===== config.mk =====
export PLATFORM = sky130hd
export DESIGN_NAME = adpll_cfg_seq
export DESIGN_NICKNAME = d
export VERILOG_FILES = /design/src/rtl/adpll_cfg_seq.sv
export SDC_FILE = /design/constraint.sdc
export NUM_CORES = 1
export LEC_CHECK = 0
export BUFFER_PORTS_ARGS = -buffer_cell sky130_fd_sc_hd__buf_2
export CORE_MARGIN = 4
export CORE_UTILIZATION = 50
export DETAILED_ROUTE_END_ITERATION = 8
export PLACE_DENSITY_LB_ADDON = 0.1
export SLEW_MARGIN = 15
export SYNTH_ARGS = -nofsm -noshare
export SYNTH_HDL_FRONTEND = slang
export SYNTH_SLANG_ARGS = --single-unit

===== constraint.sdc =====
create_clock -name clk -period 4.2 [get_ports clk]
set_input_delay 0.63 -clock clk [delete_from_list [all_inputs] [get_ports clk]]
set_output_delay 0.63 -clock clk [all_outputs]
set_load 0.03 [all_outputs]

===== src/rtl/adpll_cfg_seq.sv =====
// ADPLL configuration sequencer: programs FCW, mode and enable over the adpll_ctr CPU bus,
// polls for lock, then serialises TX bytes MSB first onto data_mod.
module adpll_cfg_seq #(
  parameter int                FCWW      = 26,
  parameter int                BIT_CYC   = 32,
  parameter int                POLL_GAP  = 16,
  parameter int                LOCK_TMO  = 1024,
  parameter int                ADDR_W    = 8,
  parameter int                DATA_W    = 32,
  parameter logic [ADDR_W-1:0] ADDR_FCW  = 8'h04,
  parameter logic [ADDR_W-1:0] ADDR_MODE = 8'h08,
  parameter logic [ADDR_W-1:0] ADDR_EN   = 8'h0C,
  parameter logic [ADDR_W-1:0] ADDR_LOCK = 8'h10,
  parameter logic [1:0]        MODE_TX   = 2'd1
) (
  input  logic              clk,
  input  logic              rst,
  input  logic              start,
  input  logic              stop,
  input  logic [FCWW-1:0]   fcw,
  input  logic [1:0]        mode,
  output logic              valid,
  output logic [ADDR_W-1:0] address,
  output logic [DATA_W-1:0] wdata,
  output logic              wstrb,
  input  logic [1:0]        rdata,
  input  logic              ready,
  input  logic [7:0]        tx_byte,
  input  logic              tx_valid,
  output logic              tx_ready,
  output logic              data_mod,
  output logic              busy,
  output logic              locked,
  output logic              tmo_err
);

  localparam logic [2:0] S_IDLE    = 3'd0;
  localparam logic [2:0] S_WR_FCW  = 3'd1;
  localparam logic [2:0] S_WR_MODE = 3'd2;
  localparam logic [2:0] S_WR_EN   = 3'd3;
  localparam logic [2:0] S_RD_LOCK = 3'd4;
  localparam logic [2:0] S_GAP     = 3'd5;
  localparam logic [2:0] S_RUN     = 3'd6;
  localparam logic [2:0] S_WR_DIS  = 3'd7;

  localparam int PW = $clog2(LOCK_TMO + 1);
  localparam int GW = $clog2(POLL_GAP + 1);
  localparam int TW = (BIT_CYC > 1) ? $clog2(BIT_CYC) : 1;

  localparam logic [PW-1:0] POLL_LAST = PW'(LOCK_TMO - 1);
  localparam logic [PW-1:0] POLL_MAX  = PW'(LOCK_TMO);
  localparam logic [GW-1:0] GAP_LAST  = GW'(POLL_GAP - 1);
  localparam logic [TW-1:0] TIM_LAST  = TW'(BIT_CYC - 1);

  logic [2:0]        state_q, state_d;
  logic [FCWW-1:0]   fcw_q, fcw_d;
  logic [1:0]        mode_q, mode_d;
  logic              valid_q, valid_d;
  logic [ADDR_W-1:0] address_q, address_d;
  logic [DATA_W-1:0] wdata_q, wdata_d;
  logic              wstrb_q, wstrb_d;
  logic              stop_q, stop_d;
  logic              locked_q, locked_d;
  logic              tmo_err_q, tmo_err_d;
  logic [PW-1:0]     poll_q, poll_d;
  logic [GW-1:0]     gap_q, gap_d;
  logic [7:0]        shreg_q, shreg_d;
  logic [2:0]        bit_q, bit_d;
  logic              active_q, active_d;
  logic [TW-1:0]     timer_q, timer_d;

  logic [ADDR_W-1:0] xfer_addr;
  logic [DATA_W-1:0] xfer_data;
  logic              xfer_wr;
  logic              go_dis;
  logic              tx_run;
  logic              bit_last;
  logic              rdata_unused;

  assign rdata_unused = rdata[1];

  // Address/data/direction of the bus transfer owned by the current state.
  always_comb begin
    xfer_addr = ADDR_FCW;
    xfer_data = DATA_W'(fcw_q);
    xfer_wr   = 1'b1;
    case (state_q)
      S_WR_MODE: begin
        xfer_addr = ADDR_MODE;
        xfer_data = DATA_W'(mode_q);
      end
      S_WR_EN: begin
        xfer_addr = ADDR_EN;
        xfer_data = DATA_W'(1'b1);
      end
      S_RD_LOCK: begin
        xfer_addr = ADDR_LOCK;
        xfer_data = '0;
        xfer_wr   = 1'b0;
      end
      S_WR_DIS: begin
        xfer_addr = ADDR_EN;
        xfer_data = '0;
      end
      default: ;
    endcase
  end

  assign tx_run   = (state_q == S_RUN) && (mode_q == MODE_TX) && !stop_q;
  assign bit_last = (bit_q == 3'd7) && (timer_q == TIM_LAST);
  assign tx_ready = tx_run && (!active_q || bit_last);
  assign data_mod = active_q & shreg_q[7];

  assign valid   = valid_q;
  assign address = address_q;
  assign wdata   = wdata_q;
  assign wstrb   = wstrb_q;
  assign locked  = locked_q;
  assign tmo_err = tmo_err_q;
  assign busy    = (state_q != S_IDLE) && (state_q != S_RUN);

  always_comb begin
    // NOTE: every _d starts from its _q so no path through this block can infer a latch.
    state_d   = state_q;
    fcw_d     = fcw_q;
    mode_d    = mode_q;
    valid_d   = valid_q;
    address_d = address_q;
    wdata_d   = wdata_q;
    wstrb_d   = wstrb_q;
    locked_d  = locked_q;
    tmo_err_d = tmo_err_q;
    poll_d    = poll_q;
    gap_d     = gap_q;
    shreg_d   = shreg_q;
    bit_d     = bit_q;
    active_d  = active_q;
    timer_d   = timer_q;
    go_dis    = 1'b0;

    case (state_q)
      S_IDLE: begin
        if (start && !stop) begin
          fcw_d     = fcw;
          mode_d    = mode;
          tmo_err_d = 1'b0;
          poll_d    = '0;
          state_d   = S_WR_FCW;
        end
      end
      S_WR_FCW, S_WR_MODE, S_WR_EN, S_RD_LOCK, S_WR_DIS: begin
        // A pending stop is honoured only between transfers, never while valid is high.
        if (!valid_q) begin
          if (stop_q && (state_q != S_WR_DIS)) begin
            go_dis = 1'b1;
          end else begin
            valid_d   = 1'b1;
            address_d = xfer_addr;
            wdata_d   = xfer_data;
            wstrb_d   = xfer_wr;
          end
        end else if (ready) begin
          valid_d = 1'b0;
          case (state_q)
            S_WR_FCW:  if (stop_q) go_dis = 1'b1; else state_d = S_WR_MODE;
            S_WR_MODE: if (stop_q) go_dis = 1'b1; else state_d = S_WR_EN;
            S_WR_EN:   if (stop_q) go_dis = 1'b1; else state_d = S_RD_LOCK;
            S_RD_LOCK: begin
              if (rdata[0]) begin
                if (stop_q) begin
                  go_dis = 1'b1;
                end else begin
                  state_d  = S_RUN;
                  locked_d = 1'b1;
                end
              end else begin
                if (poll_q != POLL_MAX) poll_d = poll_q + 1'b1;
                if (poll_q == POLL_LAST) begin
                  tmo_err_d = 1'b1;
                  go_dis    = 1'b1;
                end else if (stop_q) begin
                  go_dis = 1'b1;
                end else begin
                  state_d = S_GAP;
                  gap_d   = '0;
                end
              end
            end
            default: state_d = S_IDLE;
          endcase
        end
      end
      S_GAP: begin
        if (stop_q) begin
          go_dis = 1'b1;
        end else if (gap_q == GAP_LAST) begin
          gap_d   = '0;
          state_d = S_RD_LOCK;
        end else begin
          gap_d = gap_q + 1'b1;
        end
      end
      S_RUN: begin
        if (stop_q) go_dis = 1'b1;
      end
      default: state_d = S_IDLE;
    endcase

    if (go_dis) begin
      state_d  = S_WR_DIS;
      locked_d = 1'b0;
    end

    stop_d = ((state_q == S_IDLE) || (state_q == S_WR_DIS)) ? 1'b0 : (stop_q | stop);

    // Serialiser: a new byte loads on the last cycle of the previous one for gapless output.
    if (!tx_run) begin
      active_d = 1'b0;
      shreg_d  = '0;
      bit_d    = '0;
      timer_d  = '0;
    end else if (tx_valid && tx_ready) begin
      active_d = 1'b1;
      shreg_d  = tx_byte;
      bit_d    = '0;
      timer_d  = '0;
    end else if (active_q) begin
      if (timer_q == TIM_LAST) begin
        timer_d = '0;
        shreg_d = {shreg_q[6:0], 1'b0};
        if (bit_q == 3'd7) active_d = 1'b0;
        else               bit_d    = bit_q + 1'b1;
      end else begin
        timer_d = timer_q + 1'b1;
      end
    end
  end

  // NOTE: state updates use non-blocking assignments so every flop samples pre-edge values.
  always_ff @(posedge clk or posedge rst) begin
    if (rst) begin
      state_q   <= S_IDLE;
      fcw_q     <= '0;
      mode_q    <= '0;
      valid_q   <= 1'b0;
      address_q <= '0;
      wdata_q   <= '0;
      wstrb_q   <= 1'b0;
      stop_q    <= 1'b0;
      locked_q  <= 1'b0;
      tmo_err_q <= 1'b0;
      poll_q    <= '0;
      gap_q     <= '0;
      shreg_q   <= '0;
      bit_q     <= '0;
      active_q  <= 1'b0;
      timer_q   <= '0;
    end else begin
      state_q   <= state_d;
      fcw_q     <= fcw_d;
      mode_q    <= mode_d;
      valid_q   <= valid_d;
      address_q <= address_d;
      wdata_q   <= wdata_d;
      wstrb_q   <= wstrb_d;
      stop_q    <= stop_d;
      locked_q  <= locked_d;
      tmo_err_q <= tmo_err_d;
      poll_q    <= poll_d;
      gap_q     <= gap_d;
      shreg_q   <= shreg_d;
      bit_q     <= bit_d;
      active_q  <= active_d;
      timer_q   <= timer_d;
    end
  end

endmodule


==> Word-level counts from Yosys, hierarchy flattened <==
Index checks and enable logic that the tools add are counted.
{ "word_totals": {"output_inout_bits": 47, "word_cells": 178, "regBits": 109, "latch_bits": 0, "input_bits": 44, "memories": 0, "romBits": 0, "ram_bits": 0} }
{ "classes": {"n_reduce_logical": 37, "bitwise": 4, "n_shift": 0, "n_div": 0, "addsub": 4, "n_eq_ne": 39, "mux": 78, "multipliers": 0, "magnitude_cmp": 0} }
{ "op_table": {"columns": ["op", "count"], "rows": [
  ["26-bit case mux with 3 select lines", 1],
  ["11-bit 2-to-1 mux", 6],
  ["5-bit 2-to-1 mux", 12],
  ["3-bit 2-to-1 mux", 18],
  ["8-bit 2-to-1 mux", 4],
  ["1-bit 2-to-1 mux", 29],
  ["3-bit inequality test, second input constant", 8],
  ["11-bit case mux with 2 select lines", 1],
  ["2-bit inequality test, second input constant", 10],
  ["4-bit inequality test, second input constant", 4],
  ["3-bit == test, second input constant", 5],
  ["5-bit case mux with 3 select lines", 1],
  ["7-bit AND reduction", 2],
  ["2-bit nonzero test", 7],
  ["3-bit case mux with 4 select lines", 1],
  ["11-bit by 1-bit adder with 11-bit output, second input constant", 1],
  ["11-bit by 10-bit == test with 1-bit output, second input constant", 1],
  ["11-bit inequality test, second input constant", 1],
  ["11-bit AND reduction", 1],
  ["5-bit by 1-bit adder with 5-bit output, second input constant", 2],
  ["5-bit case mux with 2 select lines", 1],
  ["3-bit case mux with 3 select lines", 1],
  ["1-bit logical AND", 8],
  ["8-bit AND reduction", 1],
  ["other kinds (25)", 36]
]} }

==> Depth between registers and ports, before layout <==
Gate-level depths: netlist (run 1).
{ "logic_depth": {"ltp_word": 9, "depth_mapped": 9, "mapped_depth_nobuf": 8} }

==> Worst setup path after synthesis (run 1) <==
OpenSTA, ideal clock, no wires.
{ "synth_timing": {"kind": "register -> register", "start": "register timer_q[0]", "end": "register bit_q[0]", "t_arrival_ps": 1939, "path_buffers": 1, "setup_time_ps": 125, "required_ps": 4075, "path_stages_with_launch": 10, "setup_slack_ps": 2136, "synth_period_minus_slack_ps": 2064, "path_cell_list": "dfrtp_1 ha_1 and3_1 ha_1 nor2b_1 nor2_1 nor2_1 buf_2 nor3_1 mux2_2"} }
{ "synth_via": {"elab_chain_cells": 7, "word_cells_on_any_way": 11, "classes_between": "eq/ne (4); mux (2); reduce/logical (5)"} }
{ "synth_lines": {"columns": ["item", "line", "rtl"], "rows": [
  ["start: declaration", "70", "logic [TW-1:0] timer_q, timer_d;"],
  ["start signal: assignment", "274", "timer_q <= timer_d;"],
  ["5-bit == test *", "110, 228", null],
  ["1-bit logical AND", "110", "assign bit_last = (bit_q == 3'd7) && (timer_q == TIM_LAST);"],
  ["1-bit logical OR", "111", "assign tx_ready = tx_run && (!active_q || bit_last);"],
  ["1-bit logical AND", "111", null],
  ["1-bit logical AND", "222", "end else if (tx_valid && tx_ready) begin"],
  ["3-bit inequality test (no source line) (tied with other cells)", null, null],
  ["3-bit AND reduction (no source line) / 3-bit 2-to-1 mux (equally long branches)", null, null],
  ["end signal: assignment", "272", "bit_q <= bit_d;"],
  ["end: declaration", "68", "logic [2:0] bit_q, bit_d;"]
]} }
Every way passes the cells marked *; elsewhere a longest branch is shown, timed or not.
A chain may end at the register's enable or synchronous reset.

==> Final worst setup path (run 1) <==
{ "layout_timing": {"start": "register state_q[2]", "end": "output busy"} }
{ "layout_via": {"elab_chain_cells": 2, "word_cells_on_any_way": 3, "classes_between": "eq/ne (1); reduce/logical (2)"} }
{ "layout_lines": {"columns": ["item", "line", "rtl"], "rows": [
  ["start: declaration", "55", "logic [2:0] state_q, state_d;"],
  ["start signal: assignment", "259", "state_q <= state_d;"],
  ["3-bit inequality test / 3-bit nonzero test (equally long branches)", "120", "assign busy = (state_q != S_IDLE) && (state_q != S_RUN);"],
  ["1-bit logical AND *", "120", null],
  ["end: declaration", "32", "output logic busy,"]
]} }
Marks and branches as above.

==> flow_metrics.env, run 1 <==
export IMPL_synth_edf_count=0
export IMPL_hold_viol_final=0
export IMPL_relSlewSlack_pct=27.5
export IMPL_synthFlopType="dfrtp_1"
export IMPL_ys_ff_latch=98
export IMPL_slew_viol_final=0
export IMPL_drive_above_1_share_pct=18.6
export IMPL_cts_max_path_buffers=2
export IMPL_drtIter0Drc=195
export IMPL_hold_class="input pin to flop"
export IMPL_cts_inserted_buffers=9
export IMPL_dr_wl_met3_um=545
export IMPL_final_nets=653
export IMPL_final_util_pct=58.0
export IMPL_gr_usage_all_layers_pct=19.6
export IMPL_antennaDiodeCount=0
export IMPL_wl_met2_um=5090
export IMPL_cts_resized=0
export IMPL_fin_area_um2=5390
export IMPL_clk_pin_slew_ps=110
export IMPL_fin_tns_setup_ps=0
export IMPL_crit_type="flop to primary output"
export IMPL_post_cts_buffers=0
export IMPL_hold_start="fcw[7]"
export IMPL_clk_latency_ps=370
export IMPL_synth_area_um2=4790
export IMPL_grt_pass1_vias=3708
export IMPL_synth_warnings=0
export IMPL_p_total_w=0.00344
export IMPL_die_w_um=106
export IMPL_p_per_area_nw_per_um2=639
export IMPL_m1WireLength_um=4880
export IMPL_drc_errors=0
export IMPL_placed_area_um2=5200
export IMPL_vdd_drop_max_uv=418
export IMPL_gp_congestion=0.841
export IMPL_area_growth_pct=12.5
export IMPL_vias=3881
export IMPL_leakagePower_nw=2.71
export IMPL_core_um2=9280
export IMPL_r2r_end="wdata[10]"
export IMPL_r2r_setup_slack_ps=1600
export IMPL_hold_path_depth=3
export IMPL_initial_utilization_pct=51.6
export IMPL_cts_sinks=98
export IMPL_wire_per_inst_um=14.5
export IMPL_final_common_cell="nand2_1"
export IMPL_htree_num_levels=3
export IMPL_viasPerCell=5.27
export IMPL_cp_max_fo=27
export IMPL_syn_area_per_cell_um2=8.92
export IMPL_setup_violations=0
export IMPL_end_kind="primary output"
export IMPL_antenna_found_initial=1
export IMPL_critPathRequiredTime_ps=3570
export IMPL_holdPathEnd="fcw_q[7]"
export IMPL_rsz0062_at_grt="false"
export IMPL_io_buffer_count=78
export IMPL_holdBufCountCts=0
export IMPL_ios=91
export IMPL_cp_arrival_ps=2140
export IMPL_routed_wl_um=10700
export IMPL_ys_types=64
export IMPL_cts_root_buf="clkbuf_8"
export IMPL_rr_startpoint="state_q[2]"
export IMPL_grt_pass1_wl_um=17800
export IMPL_fillers=879
export IMPL_worstMarginPinSlew_ps=1080
export IMPL_highest_layer="met5"
export IMPL_cp_start_kind="flop"
export IMPL_finalCriticalPeriod_ps=2770
export IMPL_yosysSeqAreaShare_pct=51.2
export IMPL_timing_fmax_mhz=361
export IMPL_status="finished clean"
export IMPL_grt_start_max_net_pins=82
export IMPL_die_h_um=106
export IMPL_grt_overflow=0
export IMPL_dp_hpwl_um=7200
export IMPL_syn_inst=537
export IMPL_cts_tree="built"
export IMPL_finalClockSkew_ps=12.8
export IMPL_dieArea_um2=11200
export IMPL_drt_antenna_violating_nets=0
export IMPL_max_cap_violations=0
export IMPL_dr_pass1_iters=5
export IMPL_reg2reg_depth=6
export IMPL_layout_common_cells="nand2_1, dfrtp_1, buf_2"
export IMPL_fin_crit_sh_pct=66.0
export IMPL_synthArstFlopShare_pct=100
export IMPL_rows=35
export IMPL_timing_hold_ws_ps=439
how the worst max path moves through the flow:
stage,from,endpoint,slack [ps],depth (start not counted)
floorplan,rst,active_q,1010,1
global placement,state_q[0],fcw_q[12],1650,5
detailed placement,state_q[0],fcw_q[12],1610,5
CTS,state_q[2],busy,1440,4
global route,state_q[2],busy,1300,4
finish,state_q[2],busy,1430,4
registers in the layout (all words and copies together) (netlist names), 2 cells and up:
name / flops
address: 3
wdata: 26
bit_q: 3
timer_q: 5
state_q: 3
fcw_q: 26
poll_q: 11
gap_q: 5
mode_q: 2
shreg_q: 8
cell type report:
| class | count | area, um^2 | share of cell area [%] |
|---|---|---|---|
| clock buffers | 10 | 138 | 2.55 |
| clock inverters | 6 | 53.8 | 0.998 |
| inverters | 9 | 36.3 | 0.673 |
| multi-input cells | 402 | 2130 | 39.5 |
| flip-flops and latches | 98 | 2450 | 45.5 |
| well taps | 129 | 161 | 3.00 |
| repair buffers | 82 | 420 | 7.80 |
Yosys cell counts, drive strengths merged, types with 7 or more instances:
library cell | count | area (um^2)
nand2 | 160 | 601
buf | 24 | 175
dfrtp | 98 | 2450
nor3 | 13 | 70.1
nor2 | 40 | 153
o21ai | 45 | 229
ha | 7 | 87.6
a21oi | 19 | 106
clkbuf | 14 | 52.6
inv | 9 | 33.8
nand3 | 11 | 55.1
power breakdown:
part | switching, W | total, W | leakage, nW | internal [W]
Combinational | 0.000876 | 0.00131 | 1.32 | 0.000429
Clock | 0.000366 | 0.000611 | 0.0962 | 0.000245
Sequential | 0.000295 | 0.00153 | 1.29 | 0.00123
Total | 0.00154 | 0.00344 | 2.71 | 0.00191
per-stage QoR:
| stage | std cells | setup slack, ps |
|---|---|---|
| 4_1_cts | 736 | 1440 |
| 2_1_floorplan | 547 | 1010 |
| 3_3_place_gp | 720 | 1650 |
| 6_report | 736 | 1430 |
| 3_5_place_dp | 720 | 1610 |
| 5_1_grt | 736 | 1300 |
cells by family after synthesis:
kind of cell / share of synthesized area, %
AOI/OAI and AO/OA: 14.3
xor gates and xnor gates: 0.731
adders and majority gates: 1.83
buffers and inverters: 5.46
DFF: 51.2
muxes: 1.49
other: 0.0783
and+or+nand+nor: 25.0
critical path, cell delays in order (launching register included):
cell and delay (ps):
dfrtp_1 950, inv_1 380, nand2_1 140, nand3_1 100
buf_2 200
metal layers:
metal	vias to the layer above	global-route usage, %
met1	1839	26.5
li1	1943	-
met5	-	0
met2	83	31.6
met4	2	6.66
met3	14	4.07
No activity file was read; power rests on OpenSTA's default activity.
==> run 2: changes to the inputs <==
Clock period 4.2 ns to 2.59 ns, I/O delays scaled along.
==> run 2 against run 1 <==
  * Sequential share of layout area decreased by 1.2 points
  * Critical path depth unchanged
  * Global-route usage decreased by 0.41 points
  * First-iteration DRC count increased by 7.7%
  * Hold slack got worse by 380 ps
==> flow_metrics.env, run 2 (synthesis results as in run 1) <==
export IMPL_status="finished clean"
export IMPL_reg2reg_depth=4
export IMPL_antennaDiodeCount=0
export IMPL_drive_above_1_share_pct=20.3
export IMPL_vias=3954
export IMPL_timing_fmax_mhz=429
export IMPL_drt_antenna_violating_nets=0
export IMPL_dp_hpwl_um=7320
export IMPL_die_w_um=106
export IMPL_end_kind="flop"
export IMPL_slowest_stage="dfrtp_1"
export IMPL_cp_arrival_ps=2600
export IMPL_rows=35
export IMPL_drtIter0Drc=210
export IMPL_initial_utilization_pct=51.6
export IMPL_drc_errors=0
export IMPL_vdd_drop_max_uv=554
export IMPL_cp_start_kind="flop"
export IMPL_max_cap_violations=0
export IMPL_dieArea_um2=11200
export IMPL_grt_start_max_net_pins=56
export IMPL_gr_usage_all_layers_pct=19.2
export IMPL_final_util_pct=59.6
export IMPL_clk_latency_ps=370
export IMPL_p_per_area_nw_per_um2=1050
export IMPL_cts_root_buf="clkbuf_8"
export IMPL_clk_pin_slew_ps=110
export IMPL_cts_sinks=98
export IMPL_cts_tree="built"
export IMPL_setup_violations=0
export IMPL_grt_pass1_vias=3574
export IMPL_worstPathCellList="nor2_1 -> nor3_1 -> o21bai_4 -> o31ai_1"
export IMPL_cp_max_fo=28
export IMPL_area_growth_pct=15.5
export IMPL_critPathRequiredTime_ps=2860
export IMPL_dr_pass1_iters=4
export IMPL_grt_pass1_wl_um=17600
export IMPL_die_h_um=106
export IMPL_cts_inserted_buffers=9
export IMPL_finalClockSkew_ps=20.8
export IMPL_crit_type="flop to flop"
export IMPL_leakagePower_nw=2.77
export IMPL_finalCriticalPeriod_ps=2330
export IMPL_final_nets=663
export IMPL_htree_num_levels=3
export IMPL_viasPerCell=5.30
export IMPL_io_buffer_count=78
export IMPL_layout_common_cells="nand2_1, dfrtp_1, buf_2"
export IMPL_ios=91
export IMPL_fin_tns_setup_ps=0
export IMPL_routed_wl_um=10900
export IMPL_gp_congestion=0.895
export IMPL_hold_class="input pin to async pin"
export IMPL_rsz0062_at_grt="false"
export IMPL_slew_viol_final=0
export IMPL_critical_path_max_stage_delay_ps=760
export IMPL_core_um2=9280
export IMPL_fin_crit_sh_pct=89.9
export IMPL_worstMarginPinSlew_ps=738
export IMPL_cts_max_path_buffers=2
export IMPL_hold_viol_final=0
export IMPL_antenna_found_initial=0
export IMPL_wire_per_inst_um=14.6
export IMPL_grt_overflow=0
export IMPL_holdBufCountCts=0
export IMPL_final_common_cell="nand2_1"
export IMPL_relSlewSlack_pct=50.4
==> run 2: cell count changes in the layout (fill, tap and decap cells not counted), sizes merged <==
cell,delta
o21bai,+1
inv,-2
clkinv,+1
bufinv,+1
buf,+9
clkbuf,-1
clkinvlp,+1
==> run 2: final cells by class <==
| type | count | area [um^2] |
|---|---|---|
| Clock buffer | 9 | 124 |
| Fill cell | 854 | 3750 |
| Multi-Input combinational cell | 403 | 2150 |
| Clock inverter | 7 | 93.8 |
| Timing Repair Buffer | 91 | 513 |
| Inverter | 9 | 37.5 |
| Tap cell | 129 | 161 |
| Sequential cell | 98 | 2450 |
==> run 2: through the flow <==
stage	cells	area (um^2)	total power (W)	hold WS, ps	worst slack (ps)
3_3_place_gp	729	5300	0.00463	457	305
6_report	746	5530	0.00580	62.7	261
2_1_floorplan	547	4830	0.00407	446	526
4_1_cts	745	5510	0.00577	63.5	191
3_5_place_dp	729	5300	0.00469	462	213
5_1_grt	746	5530	0.00622	86.9	56.4
==> run 2: path summary, 6_finish.rpt <==
kind	startpoint	to	slack, ps
max reg2reg	state_q[0]	wdata[0]	260
min in group clk	fcw[16]	fcw_q[16]	200
max	state_q[0]	wdata[0]	260
max in group asynchronous	rst	state_q[1]	1910
min	rst	wdata[5]	60
min reg2reg	fcw_q[15]	fcw_q[15]	490
==> run 2: power by group <==
part           leakage [nW]  switching [W]  internal (W)
sequential             1.29       0.000408       0.00200
combinational          1.38        0.00156      0.000754
clock                 0.107       0.000593      0.000475
==> run 2: what timing repair did <==
action | in CTS | in global routing
buffers inserted | 0 | 0
resized for setup | 0 | 2
setup endpoints to repair | 0 | 2
==> run 2: layer usage <==
metal | vias up | GRT usage (%) | wire [um]
li1 | 1953 | - | -
met1 | 1903 | 27.4 | 5020
met2 | 91 | 29.8 | 5200
met3 | 7 | 4.19 | 577
met4 | 0 | 5.27 | 90
met5 | - | 0 | 0
==> run 2: worst max-delay path: cells and delay by family, from the launching register on <==
family             cells  cell delay [ps]
and+or+nand+nor        2              780
DFF                    1              760
AOI/OAI and AO/OA      2              690
==> run 3: changes to the inputs <==
Settings changed: RECOVER_POWER set to 25.
==> run 3 against run 2 <==
  * Wire length about the same
  * Combinational power about the same
  * Setup slack better by 1.0 ps
  * Fmax about the same
  * Power down 0.14%
  * Register-to-register slack about the same
  * Clock skew down 4.1 ps
  * Highest routed layer unchanged
  * Largest cell class unchanged
  * Clock power about the same
  * Hold slack better by 140 ps
==> flow_metrics.env, run 3 (synthesis results as in run 1) <==
export IMPL_gp_congestion=0.895
export IMPL_initial_utilization_pct=51.6
export IMPL_die_w_um=106
export IMPL_grt_start_max_net_pins=56
export IMPL_clk_latency_ps=360
export IMPL_power_frac_seq_pct=41.6
export IMPL_placed_area_um2=5300
export IMPL_die_h_um=106
export IMPL_final_common_cell="nand2_1"
export IMPL_timing_fmax_mhz=430
export IMPL_fin_area_um2=5520
export IMPL_grt_overflow=0
export IMPL_viasPerCell=5.29
export IMPL_final_nets=663
export IMPL_drc_errors=0
export IMPL_fin_crit_sh_pct=89.9
export IMPL_slew_viol_final=0
export IMPL_max_cap_violations=0
export IMPL_cts_inserted_buffers=9
export IMPL_io_buffer_count=78
export IMPL_clk_pin_slew_ps=110
export IMPL_vdd_drop_max_uv=553
export IMPL_leakagePower_nw=2.77
export IMPL_cp_arrival_ps=2600
export IMPL_cts_sinks=98
export IMPL_fillers=857
export IMPL_cts_root_buf="clkbuf_8"
export IMPL_drt_antenna_violating_nets=0
export IMPL_multiInputGateArea_um2=2150
export IMPL_grt_pass1_vias=3574
export IMPL_crit_type="flop to flop"
export IMPL_dr_pass1_iters=4
export IMPL_p_sw_w=0.00256
export IMPL_grt_pass1_wl_um=17600
export IMPL_cts_tree="built"
export IMPL_rsz0062_at_grt="false"
export IMPL_comb_power_share_pct=40.0
export IMPL_drive_above_1_share_pct=20.3
export IMPL_cp_start_kind="flop"
export IMPL_gr_usage_all_layers_pct=19.2
export IMPL_power_share_clock_pct=18.4
export IMPL_dp_hpwl_um=7320
export IMPL_cp_max_fo=28
export IMPL_htree_num_levels=3
export IMPL_fin_tns_setup_ps=0
export IMPL_layout_common_cells="nand2_1, dfrtp_1, buf_2"
export IMPL_relSlewSlack_pct=29.0
export IMPL_rows=35
export IMPL_finalClockSkew_ps=16.7
export IMPL_cts_max_path_buffers=2
export IMPL_p_sw_share_pct=44.2
export IMPL_routed_wl_um=10900
export IMPL_setup_violations=0
export IMPL_final_util_pct=59.4
export IMPL_register_area_um2=2450
export IMPL_hold_class="input pin to async pin"
export IMPL_timing_hold_ws_ps=201
export IMPL_ios=91
export IMPL_drtIter0Drc=208
export IMPL_p_total_w=0.00579
export IMPL_antennaDiodeCount=0
export IMPL_finalCriticalPeriod_ps=2330
export IMPL_vias=3947
export IMPL_status="finished clean"
export IMPL_antenna_found_initial=0
export IMPL_dieArea_um2=11200
export IMPL_area_growth_pct=15.1
export IMPL_hold_viol_final=0
export IMPL_power_internal_w=0.00323
export IMPL_post_cts_buffers=0
export IMPL_core_um2=9280
export IMPL_critPathRequiredTime_ps=2860
export IMPL_end_kind="flop"
export IMPL_p_per_area_nw_per_um2=1050
export IMPL_worstMarginPinSlew_ps=1060
export IMPL_wire_per_inst_um=14.6
-- run 3: cell count changes in the layout (fill, tap and decap cells not counted), sizes merged --
cell / change
buf: -1
clkbuf: +1
-- run 3: final timing paths --
check,startpoint,endpoint,slack [ps],cells past startpoint
setup reg to reg,state_q[0],wdata[0],260,4
max in group asynchronous,rst,poll_q[3],890,3
min in group clk,fcw[16],fcw_q[16],200,3
hold reg to reg,fcw_q[15],fcw_q[15],490,2
setup / recovery,state_q[0],wdata[0],260,4
hold / removal,rst,wdata[5],200,2
-- run 3: power groups by stage --
stage          sequential (W)  combinational [W]  clock (W)
2_1_floorplan         0.00267            0.00140          0
3_3_place_gp          0.00242            0.00221          0
3_5_place_dp          0.00243            0.00226          0
4_1_cts               0.00240            0.00227    0.00109
5_1_grt               0.00248            0.00258    0.00116
6_report              0.00241            0.00232    0.00106
-- run 3: critical path, cell delays in order, from the launching register on --
cell and delay [ps]:
dfrtp_1 770, nor2_1 170, nor3_1 600, o21bai_4 360, o31ai_1 330
-- run 3: per-stage QoR --
| stage | worst slack [ps] | instances |
|---|---|---|
| 2_1_floorplan | 526 | 547 |
| 3_3_place_gp | 305 | 729 |
| 5_1_grt | 56.4 | 746 |
| 4_1_cts | 191 | 745 |
| 3_5_place_dp | 213 | 729 |
| 6_report | 262 | 746 |
-- run 3: final cells by class --
class	instances	share of cell area [%]
flip-flops and latches	98	44.5
multi-input cells	403	39.0
repair buffers	91	9.03
well taps	129	2.93
clock buffers	9	2.25
clock inverters	7	1.70
inverters	9	0.635
-- run 3: routing by layer --
layer	GRT usage [%]	up-vias	routed length, um
li1	-	1953	-
met1	27.4	1903	5040
met2	29.8	81	5160
met3	4.19	10	570
met4	5.27	0	122
met5	0	-	0
-- run 3: what timing repair did --
| item | CTS | global route |
|---|---|---|
| endpoints found under the setup margin | 0 | 2 |
| hold buffers | 0 | 0 |
| resized for setup | 0 | 2 |
